[config.mk]
export PLATFORM = sky130hd
export DESIGN_NAME = clock_gate_ctrl
export DESIGN_NICKNAME = d
export VERILOG_FILES = /design/src/rtl/cg_pkg.sv /design/src/rtl/cg_sat_counter.sv /design/src/rtl/clock_gate_ctrl.sv
export SDC_FILE = /design/constraint.sdc
export NUM_CORES = 1
export LEC_CHECK = 0
export CAP_MARGIN = 20
export CORE_MARGIN = 1.5
export CORE_UTILIZATION = 56
export DETAILED_ROUTE_END_ITERATION = 10
export MAX_ROUTING_LAYER = met4
export PLACE_DENSITY_LB_ADDON = 0.15
export SLEW_MARGIN = 25
export SYNTH_ARGS = -nofsm -noshare
export SYNTH_HDL_FRONTEND = slang
export SYNTH_SLANG_ARGS = --single-unit
[constraint.sdc]
create_clock -name clk -period 4.5 [get_ports clk]
set_clock_uncertainty 0.15 [all_clocks]
set_input_delay 0.45 -clock clk [delete_from_list [all_inputs] [get_ports clk]]
set_output_delay 0.45 -clock clk [all_outputs]
set_load 0.01 [all_outputs]
[src/rtl/cg_pkg.sv]
// rtl/cg_pkg.sv - shared types and sizing helper for the clock-gate controller
// Purpose: FSM state encoding and the width helper for the shared idle/wake counter.
package cg_pkg;

  typedef enum logic [1:0] {
    CG_RUN,
    CG_IDLE,
    CG_GATED,
    CG_WAKE
  } cg_state_e;

  // Width needed to hold the larger of the two terminal counts.
  function automatic int cnt_width(input int idle_cycles, input int wake_cycles);
    int max_cycles;
    max_cycles = (idle_cycles > wake_cycles) ? idle_cycles : wake_cycles;
    return $clog2(max_cycles + 1);
  endfunction

endpackage

[src/rtl/cg_sat_counter.sv]
// rtl/cg_sat_counter.sv - saturating up-counter
// Purpose: counts cycles with inc high and sticks at all-ones.
// Ports:
//   clk   in  clock
//   rst   in  synchronous active-high reset, clears count
//   inc   in  increment enable
//   count out current count (WIDTH bits)
module cg_sat_counter #(
  parameter int WIDTH = 32
) (
  input  logic             clk,
  input  logic             rst,
  input  logic             inc,
  output logic [WIDTH-1:0] count
);

  logic [WIDTH-1:0] count_q;

  always_ff @(posedge clk) begin
    if (rst) begin
      count_q <= '0;
    end else if (inc && (count_q != {WIDTH{1'b1}})) begin
      count_q <= count_q + 1'b1;
    end
  end

  assign count = count_q;

endmodule

[src/rtl/clock_gate_ctrl.sv]
// rtl/clock_gate_ctrl.sv - activity-based ICG enable controller
// Purpose: drops gate_en after IDLE_CYCLES idle samples, restores the clock on a
// wake_req/wake_ack handshake with a WAKE_CYCLES settle delay, counts gated cycles.
// Ports:
//   clk          in  free-running clock
//   rst          in  synchronous active-high reset
//   busy         in  gated domain has work in flight
//   wake_req     in  level request for a running clock, held until wake_ack
//   force_on     in  override, keeps the clock ungated
//   gate_en      out registered ICG enable, 1 = clock runs
//   wake_ack     out one-cycle pulse, clock running and stable
//   gated        out 1 while in GATED
//   sleep_cycles out saturating count of GATED cycles
module clock_gate_ctrl #(
  parameter int IDLE_CYCLES = 16,
  parameter int WAKE_CYCLES = 2,
  parameter int STAT_W      = 32
) (
  input  logic              clk,
  input  logic              rst,
  input  logic              busy,
  input  logic              wake_req,
  input  logic              force_on,
  output logic              gate_en,
  output logic              wake_ack,
  output logic              gated,
  output logic [STAT_W-1:0] sleep_cycles
);

  import cg_pkg::*;

  localparam int CNT_W = cnt_width(IDLE_CYCLES, WAKE_CYCLES);
  localparam logic [CNT_W-1:0] IDLE_LAST = CNT_W'(IDLE_CYCLES);
  localparam logic [CNT_W-1:0] WAKE_LAST = CNT_W'(WAKE_CYCLES);

  cg_state_e        state_q;
  logic [CNT_W-1:0] cnt_q;
  logic [CNT_W-1:0] cnt_d;
  logic             gate_en_q;
  logic             wake_ack_q;
  logic             gated_q;
  logic             ack_done_q;

  assign cnt_d = cnt_q + 1'b1;

  always_ff @(posedge clk) begin
    if (rst) begin
      state_q    <= CG_RUN;
      cnt_q      <= '0;
      gate_en_q  <= 1'b1;
      wake_ack_q <= 1'b0;
      gated_q    <= 1'b0;
      ack_done_q <= 1'b0;
    end else begin
      wake_ack_q <= 1'b0;
      if (!wake_req) begin
        ack_done_q <= 1'b0;
      end

      case (state_q)
        CG_RUN, CG_IDLE: begin
          if (busy || wake_req || force_on) begin
            state_q   <= CG_RUN;
            cnt_q     <= '0;
            gate_en_q <= 1'b1;
            // Clock is already running, so an unserved request is acked directly.
            if (wake_req && !ack_done_q) begin
              wake_ack_q <= 1'b1;
              ack_done_q <= 1'b1;
            end
          end else if (cnt_d == IDLE_LAST) begin
            // cnt is always 0 in RUN, so IDLE_CYCLES=1 gates from RUN directly.
            state_q   <= CG_GATED;
            cnt_q     <= '0;
            gate_en_q <= 1'b0;
            gated_q   <= 1'b1;
          end else begin
            state_q <= CG_IDLE;
            cnt_q   <= cnt_d;
          end
        end

        CG_GATED: begin
          // busy is ignored here: the domain is frozen and cannot change it.
          if (force_on) begin
            state_q   <= CG_RUN;
            cnt_q     <= '0;
            gate_en_q <= 1'b1;
            gated_q   <= 1'b0;
          end else if (wake_req) begin
            state_q   <= CG_WAKE;
            cnt_q     <= '0;
            gate_en_q <= 1'b1;
            gated_q   <= 1'b0;
          end
        end

        CG_WAKE: begin
          if (force_on) begin
            // Pending request is picked up by the RUN ack path next cycle.
            state_q <= CG_RUN;
            cnt_q   <= '0;
          end else if (cnt_d == WAKE_LAST) begin
            state_q    <= CG_RUN;
            cnt_q      <= '0;
            wake_ack_q <= 1'b1;
            ack_done_q <= 1'b1;
          end else begin
            cnt_q <= cnt_d;
          end
        end

        default: begin
          state_q   <= CG_RUN;
          cnt_q     <= '0;
          gate_en_q <= 1'b1;
          gated_q   <= 1'b0;
        end
      endcase
    end
  end

  cg_sat_counter #(
    .WIDTH(STAT_W)
  ) u_sleep_cnt (
    .clk  (clk),
    .rst  (rst),
    .inc  (gated_q),
    .count(sleep_cycles)
  );

  assign gate_en  = gate_en_q;
  assign wake_ack = wake_ack_q;
  assign gated    = gated_q;

endmodule

# Yosys cells after proc, flatten, opt, wreduce, memory -nomap -nowiden
# Index checks and enable logic that the tools add are counted.
dict set report totals {
  ff_bits 43
  inputBits 5
  out_inout_bits 35
  word_cells 66
}
dict set report op_classes {
  n_addsub 2
  n_eq_ne 11
  muxes 35
  reduce_logical 11
}
# operator count
set op_table {}
lappend op_table {{32-bit by 1-bit adder with 32-bit output (second input constant)} 1}
lappend op_table {{32-bit != test (second input constant)} 1}
lappend op_table {{5-bit two-way mux} 6}
lappend op_table {{1-bit two-way mux} 17}
lappend op_table {{5-bit case mux with 3 select lines} 1}
lappend op_table {{2-bit two-way mux} 6}
lappend op_table {{3-bit != test (second input constant)} 3}
lappend op_table {{1-bit case mux with 2 select lines} 4}
lappend op_table {{2-bit case mux with 3 select lines} 1}
lappend op_table {{5-bit by 1-bit adder with 5-bit output (second input constant)} 1}
lappend op_table {{5-bit by 2-bit == test with 1-bit output (second input constant)} 1}
lappend op_table {{5-bit == test (second input constant)} 1}
lappend op_table {{2-bit == test (second input constant)} 2}
lappend op_table {{2-bit != test (second input constant)} 2}
lappend op_table {{4-bit AND reduction} 1}
lappend op_table {{3-bit AND reduction} 1}
lappend op_table {{2-bit by 1-bit == test with 1-bit output (second input constant)} 1}
lappend op_table {{1-bit logical AND} 2}
lappend op_table {{2-bit logical NOT} 1}
lappend op_table {{1-bit logical OR} 2}
lappend op_table {{2-bit AND reduction} 1}
lappend op_table {{2-bit nonzero test} 1}
lappend op_table {{2-bit OR reduction} 1}
lappend op_table {{1-bit logical NOT} 1}

# Longest topological paths before layout
# Gate-level depths: netlist of the first run.
dict set report logic_depth {
  word_depth 5
  ltp_mapped 7
  depth_no_buf 6
}

# By module
# A second synthesis of the first run with hierarchy kept.
dict set report unflattened {
  cells_unflattened 278
  hier_area_um2 2323.5
}
# module n_inst cells_each area_each_um2 seq_area_each_um2
set by_module_without_submodules {}
lappend by_module_without_submodules {cg_sat_counter 1 199 1674.1 640.6}
lappend by_module_without_submodules {clock_gate_ctrl 1 79 649.4 220.2}

# Worst setup path after synthesis of the first run
# No wires, ideal clock.
dict set report synth_timing {
  kind {register to register}
  from {reg u_sleep_cnt.count_q[2] (netlist: u_sleep_cnt.count[2])}
  to {reg u_sleep_cnt.count_q[28] (netlist: u_sleep_cnt.count[28])}
  setup_ns 0.070
  t_arrival_ns 1.930
  required_ns 4.280
  setup_slack_ns 2.350
  path_stages_with_launch 8
  path_buffers 2
  period_less_slack_ns 2.150
  cell_sequence {dfxtp_1 and4_1 buf_6 nand4_4 or3_1 buf_2 or4_1 a21oi_1}
}
dict set report synth_via {
  elab_chain_cells 2
  word_cells_on_any_way 3
  cone_classes {add/sub: 1; eq/ne: 1; reduce/logical: 1}
}
# item line_no
set synth_lines {}
lappend synth_lines {{start, declared} cg_sat_counter.sv:17} ;# logic [WIDTH-1:0] count_q;
lappend synth_lines {{start signal, assigned} cg_sat_counter.sv:23} ;# count_q <= count_q + 1'b1;
lappend synth_lines {{parallel branches: the longest is 2 deep, another holds 32-bit by 1-bit adder with 32-bit output} -}
# Parallel ways; which one is timed is not known.
# A chain may end at the register's enable or synchronous reset.

# Worst setup path in the final report of the first run
dict set report layout_timing {
  from {reg u_sleep_cnt.count_q[13] (netlist: u_sleep_cnt.count[13])}
  to {reg u_sleep_cnt.count_q[28] (netlist: u_sleep_cnt.count[28])}
}
# The elaborated chain is that of the path after synthesis.

==> impl_metrics.py, run 1 <==
metrics = {
    "floorplanning": {
        "die_area_mm2": 0.00447,
        "die_x_um": 66.8,
        "die_h_um": 66.8,
        "top_level_ports": 40,
        "initial_core_util_pct": 57.5,
        "core_area_mm2": 0.00397,
        "rows": 23,
    },
    "synth": {
        "synth_cell_types": 54,
        "syn_inst": 279,
        "syn_avg_cell_area_um2": 8.18,
        "netlist.top_cell.by_area": "dfxtp_1",
        "synth_top_area_share_pct": 37.7,
        "async_reset_ff_share_pct": 0,
        "syn_area_mm2": 0.00228,
        "synth_ff_type": "dfxtp_1",
        "synth_area_leaders": "dfxtp_1 (38%), nand2_1 (4.4%), nor2_1 (4.4%)",
        "postSynthRegisterBits": 43,
        "synth_edf_count": 0,
        "yosys_warnings": 0,
        "synth_seq_area_share_pct": 37.7,
        "syn-num-nets": 287,
    },
    "placement": {
        "gp_congestion": 0.862,
        "post_dp_cell_area_mm2": 0.00268,
        "io_buffers": 39,
        "dp_slack_ns": 1.87,
        "hpwl_um": 3530,
    },
    "power_and_ir_drop": {
        "sequentialPowerShare_pct": 56.8,
        "power_leakage_nw": 0.913,
        "netSwitchingPower_mw": 0.145,
        "power_density_mw_per_mm2": 242,
        "ir_drop_uv": 137,
        "total_power_mw": 0.674,
        "clock_power_share_pct": 40.1,
        "sw_frac_of_total_pct": 21.5,
        "internal_power_mw": 0.529,
        "pwr-share-comb_pct": 3.2,
    },
    "sta": {
        "worstMarginPinSlew_ns": 0.659,
        "fin_ws_ns": 2.09,
        "period_share_pct": 53.6,
        "setup_viol": 0,
        "max_slew_margin_pct": 55.9,
        "rsz0062_at_grt": "no",
        "max_freq_ghz": 0.415,
        "fin_setup_tns_ns": 0,
        "hold_ws_ns": 0.361,
        "final-max-slew-violation-count": 0,
        "post-route-min-period_ns": 2.41,
        "hold_viol": 0,
    },
    "worst_setup_path": {
        "cp_data_required_time_ns": 4.56,
        "start_kind": "register",
        "critPathKind": "reg -> reg",
        "cp.arrival_ns": 2.48,
        "crit_path_end_kind": "register",
        "critPathMaxFanout": 9,
    },
    "flow_run": {
        "cap_violations": 0,
    },
    "cells_and_area": {
        "drive_above_1_share_pct": 8.92,
        "nNetsFinal": 321,
        "diodes": 0,
        "final_cell_area_mm2": 0.00278,
        "syn2layout_area_growth_pct": 22.0,
        "final_cell_mix": "dfxtp_1 (43), clkdlybuf4s50_1 (38), nand2_1 (27), nor2_1 (27), a21oi_1 (19)",
        "final_common_cell": "dfxtp_1",
    },
    "route": {
        "first_pass_iters": 4,
        "postRouteAntennaNets": 0,
        "wl_per_cell_um": 13.5,
        "vias_per_cell": 5.99,
        "via_count": 2180,
        "routed_wl_um": 4900,
        "drc": 0,
        "drtIter0Drc": 153,
    },
    "clock_tree": {
        "cts-resized-gates": 0,
        "cts_root_buffer": "clkbuf_8",
        "tritoncts": "yes",
        "max-clock-path-buffers": 2,
        "clk_pin_slew_ns": 0.08,
        "cts_setup_buffers": 0,
        "cts.sinks": 43,
        "numCtsBuffers": 5,
        "ctsHoldBuffers": 0,
        "clk_latency_ns": 0.29,
        "cts_htree_levels": 2,
    },
    "grt": {
        "grt_pass1_vias": 1791,
        "antenna_found_initial": 0,
        "grt_pass1_wl_um": 8000,
        "grt_start_max_net_pins": 34,
        "grt.total_usage_pct": 23.7,
        "overflow": 0,
    },
    "hold_path": {
        "hp-class": "reg -> reg",
    },
    "run_status": {
        "outcome": "complete, no violations",
    },
}
==> sequential cells by signal, summed over array words and instances (netlist names) <==
name,flops
ack_done_q,1
cnt_q,5
gate_en,1
gated,1
state_q,2
u_sleep_cnt.count,32
wake_ack,1
==> synthesized netlist by cell type, drive strengths merged, types with 2 or more instances <==
master	number
nor3b	2
and3	4
nand3	12
mux2	5
o21ai	15
inv	10
a211o	2
or4	6
xor2	2
nand4	11
nor3	6
a21oi	19
o211ai	2
nor2	27
and4	4
nand2	27
xnor2	7
or3	11
nor2b	7
or2	3
dfxtp	43
o41ai	4
o311ai	3
ha	3
a211oi	4
a31o	2
a31oi	3
clkbuf	8
buf	5
nor4	6
==> cell type report <==
type	instances	area, µm²
multi-input cells	213	1330
fillers	347	1190
flip-flops and latches	43	861
repair buffers	40	393
clock buffers	7	96.3
well taps	50	62.6
inverters	10	37.5
clock inverters	1	7.51
==> logic make-up (layout without fill, tap and decap cells) <==
| kind of cell | count (synthesis) | after routing | share of synthesized area (%) |
|---|---|---|---|
| multiplexers | 6 | 6 | 2.91 |
| AO/OA/AOI/OAI | 62 | 62 | 17.3 |
| flip-flops | 43 | 43 | 37.7 |
| adder cells (fa/ha/maj) | 3 | 3 | 1.64 |
| buffers and inverters | 23 | 58 | 4.44 |
| XOR/XNOR | 9 | 9 | 3.45 |
| AND/OR/NAND/NOR | 133 | 133 | 32.6 |
==> power groups by stage <==
stage	Sequential [mW]	Combinational (mW)	Clock, mW
floorplan	0.392	0.0125	0
global placement	0.392	0.0214	0
detailed placement	0.392	0.0217	0
CTS	0.383	0.0218	0.280
global route	0.383	0.0236	0.293
finish	0.383	0.0214	0.270
==> worst paths after layout <==
check | start | endpoint | slack [ns] | cells after the start
worst min-delay path | gate_en | gate_en | 0.36 | 1
worst min register to register | gate_en | gate_en | 0.36 | 1
worst max-delay path | u_sleep_cnt.count[13] | u_sleep_cnt.count[28] | 2.09 | 5
worst max register to register | u_sleep_cnt.count[13] | u_sleep_cnt.count[28] | 2.09 | 5
==> through the flow <==
stage          cells  utilization [%]
3_3_place_gp     356             67.5
2_1_floorplan    279                -
4_1_cts          364             70.1
6_report         364             70.1
5_1_grt          364             70.1
3_5_place_dp     356             67.5
==> per-layer routing <==
layer  vias up  track usage [%]  wire [µm]
met1      1011             32.6       2460
li1       1100                -          -
met3         5             5.24        279
met2        64             35.0       2120
met5         -                -          0
met4         0             6.89         38
==> worst max-delay path, stage by stage (launching register included) <==
cell	delay, ns
dfxtp_1	0.43
and3_1	0.42
nand4_4	0.14
or3_1	0.51
or4_1	0.52
a21oi_1	0.16
Note: power is estimated with default switching activity, not from simulation.
==> run 2, diff against run 1 <==
--- a/config.mk
+++ b/config.mk
@@ -7,7 +7,7 @@
 export LEC_CHECK = 0
 export CAP_MARGIN = 20
 export CORE_MARGIN = 1.5
-export CORE_UTILIZATION = 56
+export CORE_UTILIZATION = 52
 export DETAILED_ROUTE_END_ITERATION = 10
 export MAX_ROUTING_LAYER = met4
 export PLACE_DENSITY_LB_ADDON = 0.15
==> constraint.sdc (replaced) <==
create_clock -name clk -period 2.3 [get_ports clk]
set_clock_uncertainty 0.15 [all_clocks]
set_input_delay 0.23 -clock clk [delete_from_list [all_inputs] [get_ports clk]]
set_output_delay 0.23 -clock clk [all_outputs]
set_load 0.01 [all_outputs]
==> run 2 against run 1 <==
Hold slack better by 0.00087 ns. Critical endpoint unchanged. Maximum frequency up 14%. Global-route usage up 0.36 points.
==> impl_metrics.py, run 2 (synthesis gave the netlist of run 1 again) <==
metrics = {
    "clock_tree": {
        "cts-resized-gates": 0,
        "max-clock-path-buffers": 2,
        "tritoncts": "yes",
        "clk_pin_slew_ns": 0.08,
        "numCtsBuffers": 5,
        "clk_latency_ns": 0.29,
        "cts_root_buffer": "clkbuf_8",
        "cts.sinks": 43,
        "cts_setup_buffers": 0,
        "ctsHoldBuffers": 0,
        "cts_htree_levels": 2,
    },
    "grt": {
        "overflow": 0,
        "grt_pass1_wl_um": 9340,
        "met3_usage_pct": 4.22,
        "grt_pass1_vias": 2055,
        "grt.total_usage_pct": 24.0,
        "grt_start_max_net_pins": 52,
        "met2_usage_pct": 37.0,
        "antenna_found_initial": 0,
        "grt_util_met1_pct": 32.3,
        "top_usage_layer": "met2",
    },
    "cells_and_area": {
        "final_cell_mix": "dfxtp_1 (43), clkdlybuf4s50_1 (39), nand2_1 (27), nor2_1 (27), a21oi_1 (19)",
        "largest_reg_flops": 32,
        "drive_above_1_share_pct": 13.3,
        "syn2layout_area_growth_pct": 27.6,
        "nNetsFinal": 339,
        "stdcell_count": 382,
        "diodes": 0,
        "final_common_cell": "dfxtp_1",
        "final_cell_area_mm2": 0.00291,
        "fillers": 353,
    },
    "route": {
        "postRouteAntennaNets": 0,
        "drtIter0Drc": 119,
        "routed_wl_um": 5450,
        "vias_per_cell": 5.90,
        "wl_per_cell_um": 14.3,
        "via_count": 2254,
        "first_pass_iters": 4,
        "drc": 0,
    },
    "hold_path": {
        "hp-class": "reg -> reg",
        "min-delay-start": "u_sleep_cnt.count[7]",
        "min_to": "u_sleep_cnt.count[7]",
        "whs_path_depth": 2,
    },
    "sta": {
        "max_freq_ghz": 0.472,
        "worstMarginPinSlew_ns": 0.417,
        "rsz0062_at_grt": "no",
        "setup_viol": 0,
        "final-max-slew-violation-count": 0,
        "post-route-min-period_ns": 2.12,
        "hold_viol": 0,
        "period_share_pct": 92.1,
        "fin_setup_tns_ns": 0,
        "max_slew_margin_pct": 71.9,
    },
    "worst_setup_path": {
        "cp.arrival_ns": 2.19,
        "critPathMaxFanout": 7,
        "crit_chain": "and4_2 > nand4_4 > or3_1 > or4_1 > a21oi_1",
        "critPathSlowestCell": "or4_1",
        "critPathMaxStageDelay_ns": 0.48,
        "r2r_end": "u_sleep_cnt.count[28]",
        "r2r-start": "u_sleep_cnt.count[4]",
        "reg2reg_slack_ns": 0.18,
        "r2r_cells": 5,
        "cp_data_required_time_ns": 2.38,
        "critPathKind": "reg -> reg",
        "crit_path_end_kind": "register",
        "start_kind": "register",
    },
    "floorplanning": {
        "rows": 23,
        "die_area_mm2": 0.00480,
        "top_level_ports": 40,
        "core_area_mm2": 0.00412,
        "die_x_um": 69.3,
        "initial_core_util_pct": 55.5,
        "die_h_um": 69.3,
    },
    "placement": {
        "hpwl_um": 4000,
        "post_dp_cell_area_mm2": 0.00283,
        "dpl.cell_count": 374,
        "io_buffers": 39,
        "gp_congestion": 0.851,
    },
    "power_and_ir_drop": {
        "ir_drop_uv": 352,
        "power_leakage_nw": 1.00,
        "power_density_mw_per_mm2": 434,
    },
    "flow_run": {
        "cap_violations": 0,
    },
    "run_status": {
        "outcome": "complete, no violations",
    },
}
## run 2: cell types whose count changed in the layout (fill, tap and decap cells not counted), sizes merged
cell,change
buf,+17
clkbuf,-1
clkdlybuf4s50,+1
clkinv,+1
## run 2: worst max-delay path by stage
stage                                startpoint                     to  slack [ns]  cells after the start
after global placement                 force_on               cnt_q[2]        0.18                      5
final                      u_sleep_cnt.count[4]  u_sleep_cnt.count[28]        0.18                      5
after global routing      u_sleep_cnt.count[19]  u_sleep_cnt.count[27]        0.03                      5
after floorplan            u_sleep_cnt.count[2]  u_sleep_cnt.count[28]        0.15                      7
after detailed placement   u_sleep_cnt.count[4]  u_sleep_cnt.count[28]        0.15                      5
after CTS                  u_sleep_cnt.count[4]  u_sleep_cnt.count[22]        0.14                      6
## run 2: cell type report
cell class	instances	area (µm²)	area share, %
clock buffers	6	72.6	2.49
clock inverters	2	12.5	0.430
inverters	10	37.5	1.29
multi-input cells	213	1320	45.4
flip-flops and latches	43	861	29.6
well taps	50	62.6	2.15
repair buffers	58	546	18.7
## run 2: critical path, delay by kind of cell (launching register included)
family / cells / cell delay (ns)
AO/OA/AOI/OAI: 1 / 0.16
AND/OR/NAND/NOR: 4 / 1.34
flip-flops: 1 / 0.39
## run 2: where the power goes
| part | switching, mW | internal [mW] |
|---|---|---|
| combinational | 0.0272 | 0.0208 |
| clock | 0.254 | 0.212 |
| sequential | 0.00242 | 0.746 |
## run 2: metrics by stage
stage	hold slack (ns)	setup WS (ns)	utilization, %	power, mW
after floorplan	0.242	0.150	-	0.791
after global placement	0.342	0.184	68.7	0.814
after detailed placement	0.356	0.154	68.7	0.815
after CTS	0.367	0.145	70.8	1.28
after global routing	0.394	0.0331	70.8	1.31
final	0.361	0.183	70.8	1.26
## run 2: metal layers
layer	up-vias	part of all wire, %
met2	62	47
met4	0	0.75
met1	1046	48
met3	4	5.0
li1	1142	-
met5	-	0
